**config.mk**
```make
export PLATFORM = sky130hd
export DESIGN_NAME = box_blur_engine
export DESIGN_NICKNAME = d
export VERILOG_FILES = /design/src/rtl/blur_pkg.sv /design/src/rtl/win_addr_gen.sv /design/src/rtl/box_blur_engine.sv
export SDC_FILE = /design/constraint.sdc
export NUM_CORES = 1
export LEC_CHECK = 0
export BUFFER_PORTS_ARGS = -buffer_cell sky130_fd_sc_hd__buf_4
export CAP_MARGIN = 10
export CORE_UTILIZATION = 34
export CTS_BUF_LIST = sky130_fd_sc_hd__clkbuf_8
export CTS_CLUSTER_DIAMETER = 30
export DETAILED_ROUTE_END_ITERATION = 12
export GPL_ROUTABILITY_DRIVEN = 0
export PLACE_DENSITY = 0.53
export SYNTH_ARGS = -nofsm -noshare
export SYNTH_HDL_FRONTEND = slang
export SYNTH_SLANG_ARGS = --single-unit
```
**constraint.sdc**
```tcl
create_clock -name CLOCK_50 -period 9.88 [get_ports CLOCK_50]
set_input_delay 0.988 -clock CLOCK_50 [delete_from_list [all_inputs] [get_ports CLOCK_50]]
set_output_delay 0.988 -clock CLOCK_50 [all_outputs]
set_load 0.01 [all_outputs]
```
**src/rtl/blur_pkg.sv**
```systemverilog
// Shared encodings and width helpers for the box-blur accelerator.
package blur_pkg;

  localparam logic [1:0] MODE_BLUR   = 2'd0;
  localparam logic [1:0] MODE_COPY   = 2'd1;
  localparam logic [1:0] MODE_INVERT = 2'd2;
  localparam logic [1:0] MODE_RSVD   = 2'd3;

  typedef enum logic [2:0] {
    S_IDLE,
    S_READ,
    S_DRAIN,
    S_WRITE,
    S_FINISH
  } blur_state_e;

  // Wide enough to hold K*K samples of full-scale pixels without overflow.
  function automatic int acc_width(input int pix_w, input int k);
    return pix_w + $clog2(k * k);
  endfunction

  // Bits needed to count 0..n-1, never less than one.
  function automatic int cnt_width(input int n);
    return (n < 2) ? 1 : $clog2(n);
  endfunction

endpackage

```
**src/rtl/win_addr_gen.sv**
```systemverilog
// Window address generator: clamps (x+kx-rad, y+ky-rad) into the frame and
// turns it into a linear pixel address, registered once so that the address
// presented to the RAM is stable for a full cycle.
module win_addr_gen
  import blur_pkg::*;
#(
  parameter int IMG_W  = 160,
  parameter int IMG_H  = 120,
  parameter int ADDR_W = 15,
  parameter int XW     = cnt_width(IMG_W),
  parameter int YW     = cnt_width(IMG_H),
  parameter int KW     = 2
) (
  input  logic              clk,
  input  logic              reset,
  input  logic              load,
  input  logic [XW-1:0]     x,
  input  logic [YW-1:0]     y,
  input  logic [KW-1:0]     kx,
  input  logic [KW-1:0]     ky,
  input  logic [KW-1:0]     rad,
  input  logic [ADDR_W-1:0] base,
  output logic [ADDR_W-1:0] addr
);

  localparam int CW = (XW > YW) ? XW : YW;
  localparam int SW = CW + KW + 2;
  localparam logic signed [SW-1:0] MAX_X = SW'(IMG_W - 1);
  localparam logic signed [SW-1:0] MAX_Y = SW'(IMG_H - 1);

  logic signed [SW-1:0] cx, cy, cx_c, cy_c;
  logic [ADDR_W-1:0]    addr_c;

  // Signed window coordinate, clamped to the frame edges, then linearised.
  always_comb begin
    cx = $signed(SW'(x)) + $signed(SW'(kx)) - $signed(SW'(rad));
    cy = $signed(SW'(y)) + $signed(SW'(ky)) - $signed(SW'(rad));
    if (cx[SW-1])       cx_c = '0;
    else if (cx > MAX_X) cx_c = MAX_X;
    else                 cx_c = cx;
    if (cy[SW-1])       cy_c = '0;
    else if (cy > MAX_Y) cy_c = MAX_Y;
    else                 cy_c = cy;
    addr_c = base + ADDR_W'(cy_c) * ADDR_W'(IMG_W) + ADDR_W'(cx_c);
  end

  // Address register; holds its value whenever no new window slot is loaded.
  always_ff @(posedge clk) begin
    if (reset)     addr <= '0;
    else if (load) addr <= addr_c;
  end

endmodule

```
**src/rtl/box_blur_engine.sv**
```systemverilog
// KxK box-blur / copy / invert engine. Walks the frame pixel by pixel,
// reading the clamped window one sample per cycle, then writes one result.
module box_blur_engine
  import blur_pkg::*;
#(
  parameter int PIX_W  = 4,
  parameter int IMG_W  = 160,
  parameter int IMG_H  = 120,
  parameter int ADDR_W = 15,
  parameter int KSIZE  = 3
) (
  input  logic              CLOCK_50,
  input  logic              RESET,
  input  logic              START,
  input  logic [1:0]        MODE,
  input  logic [ADDR_W-1:0] SRC_BASE,
  input  logic [ADDR_W-1:0] DST_BASE,
  output logic [ADDR_W-1:0] RD_ADDR,
  input  logic [PIX_W-1:0]  RD_DATA,
  output logic [ADDR_W-1:0] WR_ADDR,
  output logic [PIX_W-1:0]  WR_DATA,
  output logic              WR_EN,
  output logic              BUSY,
  output logic              DONE,
  output logic              DONE_FLAG
);

  localparam int XW    = cnt_width(IMG_W);
  localparam int YW    = cnt_width(IMG_H);
  localparam int KW    = cnt_width(KSIZE);
  localparam int ACC_W = acc_width(PIX_W, KSIZE);
  localparam int RAD   = (KSIZE - 1) / 2;
  localparam int KK    = KSIZE * KSIZE;

  blur_state_e       state;
  logic              start_q;
  logic [1:0]        mode_q;
  logic [ADDR_W-1:0] src_q, dst_q;
  logic [KW-1:0]     k_last_q, rad_q;
  logic [XW-1:0]     x, x_nxt;
  logic [YW-1:0]     y, y_nxt;
  logic [KW-1:0]     kx, ky, kx_nxt, ky_nxt;
  logic [ACC_W-1:0]  acc, acc_sum, blur_q;
  logic [PIX_W-1:0]  pix_out;
  logic              start_edge, win_first, win_last, x_last, frame_last;

  logic [XW-1:0]     gen_x;
  logic [YW-1:0]     gen_y;
  logic [KW-1:0]     gen_kx, gen_ky, gen_rad;
  logic [ADDR_W-1:0] gen_base;
  logic              gen_load;

  assign start_edge = START & ~start_q;
  assign win_first  = (kx == '0) && (ky == '0);
  assign win_last   = (kx == k_last_q) && (ky == k_last_q);
  assign x_last     = (x == XW'(IMG_W - 1));
  assign frame_last = x_last && (y == YW'(IMG_H - 1));
  assign acc_sum    = acc + ACC_W'(RD_DATA);
  assign blur_q     = acc_sum / ACC_W'(KK);

  // Next window slot (kx inner, ky outer) and next raster position.
  always_comb begin
    kx_nxt = (kx == k_last_q) ? '0 : kx + KW'(1);
    ky_nxt = (kx == k_last_q) ? ky + KW'(1) : ky;
    x_nxt  = x_last ? '0 : x + XW'(1);
    y_nxt  = x_last ? y + YW'(1) : y;
  end

  // Output pixel from the complete window sum; copy/invert see one sample.
  always_comb begin
    pix_out = PIX_W'(acc_sum);
    case (mode_q)
      MODE_BLUR:            pix_out = PIX_W'(blur_q);
      MODE_INVERT:          pix_out = {PIX_W{1'b1}} - PIX_W'(acc_sum);
      MODE_COPY, MODE_RSVD: pix_out = PIX_W'(acc_sum);
      default:              pix_out = PIX_W'(acc_sum);
    endcase
  end

  // Chooses which window slot the address register loads this cycle, so the
  // next read address is already on RD_ADDR when the following cycle begins.
  always_comb begin
    gen_x    = x;
    gen_y    = y;
    gen_kx   = '0;
    gen_ky   = '0;
    gen_rad  = rad_q;
    gen_base = src_q;
    gen_load = 1'b0;
    case (state)
      S_IDLE: if (start_edge) begin
        gen_x    = '0;
        gen_y    = '0;
        gen_rad  = (MODE == MODE_BLUR) ? KW'(RAD) : '0;
        gen_base = SRC_BASE;
        gen_load = 1'b1;
      end
      S_READ: if (!win_last) begin
        gen_kx   = kx_nxt;
        gen_ky   = ky_nxt;
        gen_load = 1'b1;
      end
      S_WRITE: if (!frame_last) begin
        gen_x    = x_nxt;
        gen_y    = y_nxt;
        gen_load = 1'b1;
      end
      default: gen_load = 1'b0;
    endcase
  end

  win_addr_gen #(
    .IMG_W (IMG_W),
    .IMG_H (IMG_H),
    .ADDR_W(ADDR_W),
    .XW    (XW),
    .YW    (YW),
    .KW    (KW)
  ) u_addr (
    .clk  (CLOCK_50),
    .reset(RESET),
    .load (gen_load),
    .x    (gen_x),
    .y    (gen_y),
    .kx   (gen_kx),
    .ky   (gen_ky),
    .rad  (gen_rad),
    .base (gen_base),
    .addr (RD_ADDR)
  );

  // Frame sequencer with registered write port and status outputs.
  always_ff @(posedge CLOCK_50) begin
    if (RESET) begin
      state     <= S_IDLE;
      start_q   <= START;
      mode_q    <= MODE_BLUR;
      src_q     <= '0;
      dst_q     <= '0;
      k_last_q  <= '0;
      rad_q     <= '0;
      x         <= '0;
      y         <= '0;
      kx        <= '0;
      ky        <= '0;
      acc       <= '0;
      WR_ADDR   <= '0;
      WR_DATA   <= '0;
      WR_EN     <= 1'b0;
      BUSY      <= 1'b0;
      DONE      <= 1'b0;
      DONE_FLAG <= 1'b0;
    end else begin
      start_q <= START;
      WR_EN   <= 1'b0;
      DONE    <= 1'b0;
      case (state)
        S_IDLE: if (start_edge) begin
          mode_q    <= MODE;
          src_q     <= SRC_BASE;
          dst_q     <= DST_BASE;
          k_last_q  <= (MODE == MODE_BLUR) ? KW'(KSIZE - 1) : '0;
          rad_q     <= (MODE == MODE_BLUR) ? KW'(RAD) : '0;
          x         <= '0;
          y         <= '0;
          kx        <= '0;
          ky        <= '0;
          acc       <= '0;
          DONE_FLAG <= 1'b0;
          BUSY      <= 1'b1;
          state     <= S_READ;
        end
        S_READ: begin
          if (!win_first) acc <= acc_sum;
          if (win_last) begin
            state <= S_DRAIN;
          end else begin
            kx <= kx_nxt;
            ky <= ky_nxt;
          end
        end
        S_DRAIN: begin
          acc     <= acc_sum;
          WR_EN   <= 1'b1;
          WR_DATA <= pix_out;
          WR_ADDR <= dst_q + ADDR_W'(y) * ADDR_W'(IMG_W) + ADDR_W'(x);
          state   <= S_WRITE;
        end
        S_WRITE: begin
          acc <= '0;
          kx  <= '0;
          ky  <= '0;
          if (frame_last) begin
            BUSY      <= 1'b0;
            DONE      <= 1'b1;
            DONE_FLAG <= 1'b1;
            state     <= S_FINISH;
          end else begin
            x     <= x_nxt;
            y     <= y_nxt;
            state <= S_READ;
          end
        end
        S_FINISH: state <= S_IDLE;
        default:  state <= S_IDLE;
      endcase
    end
  end

endmodule
```
==> reports/results.txt <==
outcome = finished clean
Hold Path Stages = 2
fraction of layout cells with a size suffix above 1 = 0.1226
placed inst area = 9009 µm²
# hold bufs at CTS = 0
top_reg_cell synth = dfxtp_1
drt wl/cell = 13.79 µm
met3 WL = 645 µm
Num CTS Buffers = 9
setup_tns = 0 ns
num rows = 56
crit path time final = 7.593 ns
Fmax = 0.1317 GHz
critical path class = input port to flip-flop
clock buffer depth = 2
top sig layer = met4
pin count of the biggest net entering global routing = 62
GRT overflow = 0
clock skew = 0.02847 ns
FF+latch count, synth = 104
Worst Path Arrival = 7.91 ns
critical path peak fanout = 10
metal1 wirelength = 9.909 mm
crit start category = input port
met2 WL = 8.333 mm
Total Die Area = 24,620 µm²
# IOs = 77
RSZ-0062 raised after global routing = no
vias in the first global route = 6,620
Yosys cell types = 90
Mapped Area = 8159 µm²
GRT Util Overall = 0.1634
Syn-to-layout area delta = 13.02%
Power Density = 122.9 nW/µm²
global-route wire length before repair = 32.25 mm
H-tree lvl count = 3
sequential fraction of the synthesis area = 0.2552
ANT nets after route = 0
HP Class = flip-flop to flip-flop
Final Max Tran Viols = 0
Fin. Hold Viols = 0
Initial Util = 0.3476
Worst slew margin = 0.3987
reg2reg path depth = 26
CTS Root Cell = clkbuf_8
syn_area_per_cell = 8.023 µm²
drt total wl = 19.26 mm
Post-synth ARST share = 0
Leakage = 4.050 nW
top post-synthesis cells by area = dfxtp_1, ha_1, a21oi_1
clock slew at reported path FFs = 0.11 ns
Post-DP HPWL = 14.58 mm
DR vias = 7,002
Mapped Cells = 1,017
most common cell in the netlist = nand2_1
clk_lat worst skew = 0.41 ns
post-route cell area = 9221 µm²
Max-cap violations = 0
vias per inst = 5.016
Final nets = 1,211
Post-synth EDFFs = 0
kind of end point of the critical path = flip-flop
post-CTS setup repair buffer count = 0
Die Wd = 156.9 µm
worst path required time = 10.19 ns
Synth top cells by count = nand2_1, a21oi_1, dfxtp_1
Die H = 156.9 µm
DR DRC count = 0
initial antenna violation count = 0
post-synth top area share = 0.2552
Core Region = 23,470 µm²
Initial DRT Pass Iterations = 5
DR iter-0 viols = 309
# setup viols final = 0
Crit-path slowest cell = or4b_1
CTS tree = done
ant diodes = 0
period utilisation layout = 0.7685
cell taking the most area after synthesis = dfxtp_1
synth warn = 0
post-CTS sizing = 0
worst-margin pin slew = 0.8994 ns
# port buffers = 76
worst ir drop on vdd = 0.07136 mV
clk sink count = 104
Max stage delay on crit path = 0.59 ns
==> flip-flops by register name (all words and copies together) (netlist names), 4 cells and up <==
name         flops
WR_DATA          4
u_addr.addr     15
x                8
WR_ADDR         15
src_q           15
dst_q           15
acc              8
y                7
==> path summary, 6_finish.rpt <==
check                   start               to  slack, ns
setup / recovery        START  u_addr.addr[14]       2.29
hold / removal    WR_ADDR[12]      WR_ADDR[12]       0.46
setup reg to reg     state[1]  u_addr.addr[14]       2.39
hold reg to reg   WR_ADDR[12]      WR_ADDR[12]       0.46
==> final cells by class <==
type | instances | area (µm²)
inverter | 64 | 240.2
tap | 319 | 399.1
clock buffer | 10 | 137.6
multi-input combinational | 813 | 5687
fill | 2456 | 14250
timing repair buffer | 80 | 600.6
clock inverter | 6 | 75.07
sequential | 104 | 2082
==> critical path: cells and delay by family <==
kind	cells	cell delay, ns
adder cells (fa/ha/maj)	7	2.50
AND/OR/NAND/NOR	6	2.08
XOR/XNOR	1	0.16
buffers and inverters	3	0.17
AO/OA/AOI/OAI	10	2.02
==> metal layers <==
metal  global-route usage  vias up
met3              0.02175       22
met5                    0        -
li1                     -     3693
met2               0.2590      116
met4              0.06022        0
met1               0.2251     3171
==> per-stage QoR <==
stage	instances	power, mW	utilization	worst slack [ns]	hold WS (ns)
floorplan	1020	0.7450	-	2.658	0.4363
global placement	1380	0.8476	0.3838	2.083	0.4401
detailed placement	1380	0.8474	0.3838	1.913	0.4466
CTS	1396	1.154	0.3929	2.319	0.4620
global route	1396	1.218	0.3929	1.802	0.4770
finish	1396	1.133	0.3929	2.287	0.4567
==> power breakdown <==
group | internal (mW) | total, mW | leakage, nW | switching, mW
Combinational | 0.155 | 0.372 | 3.10 | 0.217
Clock | 0.128 | 0.298 | 0.105 | 0.170
Sequential | 0.446 | 0.463 | 0.844 | 0.0171
Total | 0.729 | 1.13 | 4.05 | 0.404
==> cell usage in the layout (no fill, tap or decap), drive strengths merged, types with 23 or more instances in the layout <==
master  instances
buf            80
a21oi         114
inv            66
nor3           23
xnor2          52
nor2           75
ha             83
dfxtp         104
nand2         147
o21ai          43
==> cells by family after synthesis <==
group           Yosys count  synth area share
compound gates          266            0.2080
xor+xnor                 68           0.07622
fa+ha+maj               100            0.1690
buf+inv                 103           0.04984
flops                   104            0.2552
mux                      15           0.01901
other cells               2         0.0009204
simple gates            359            0.2219
No activity file was read; power rests on OpenSTA's default activity.
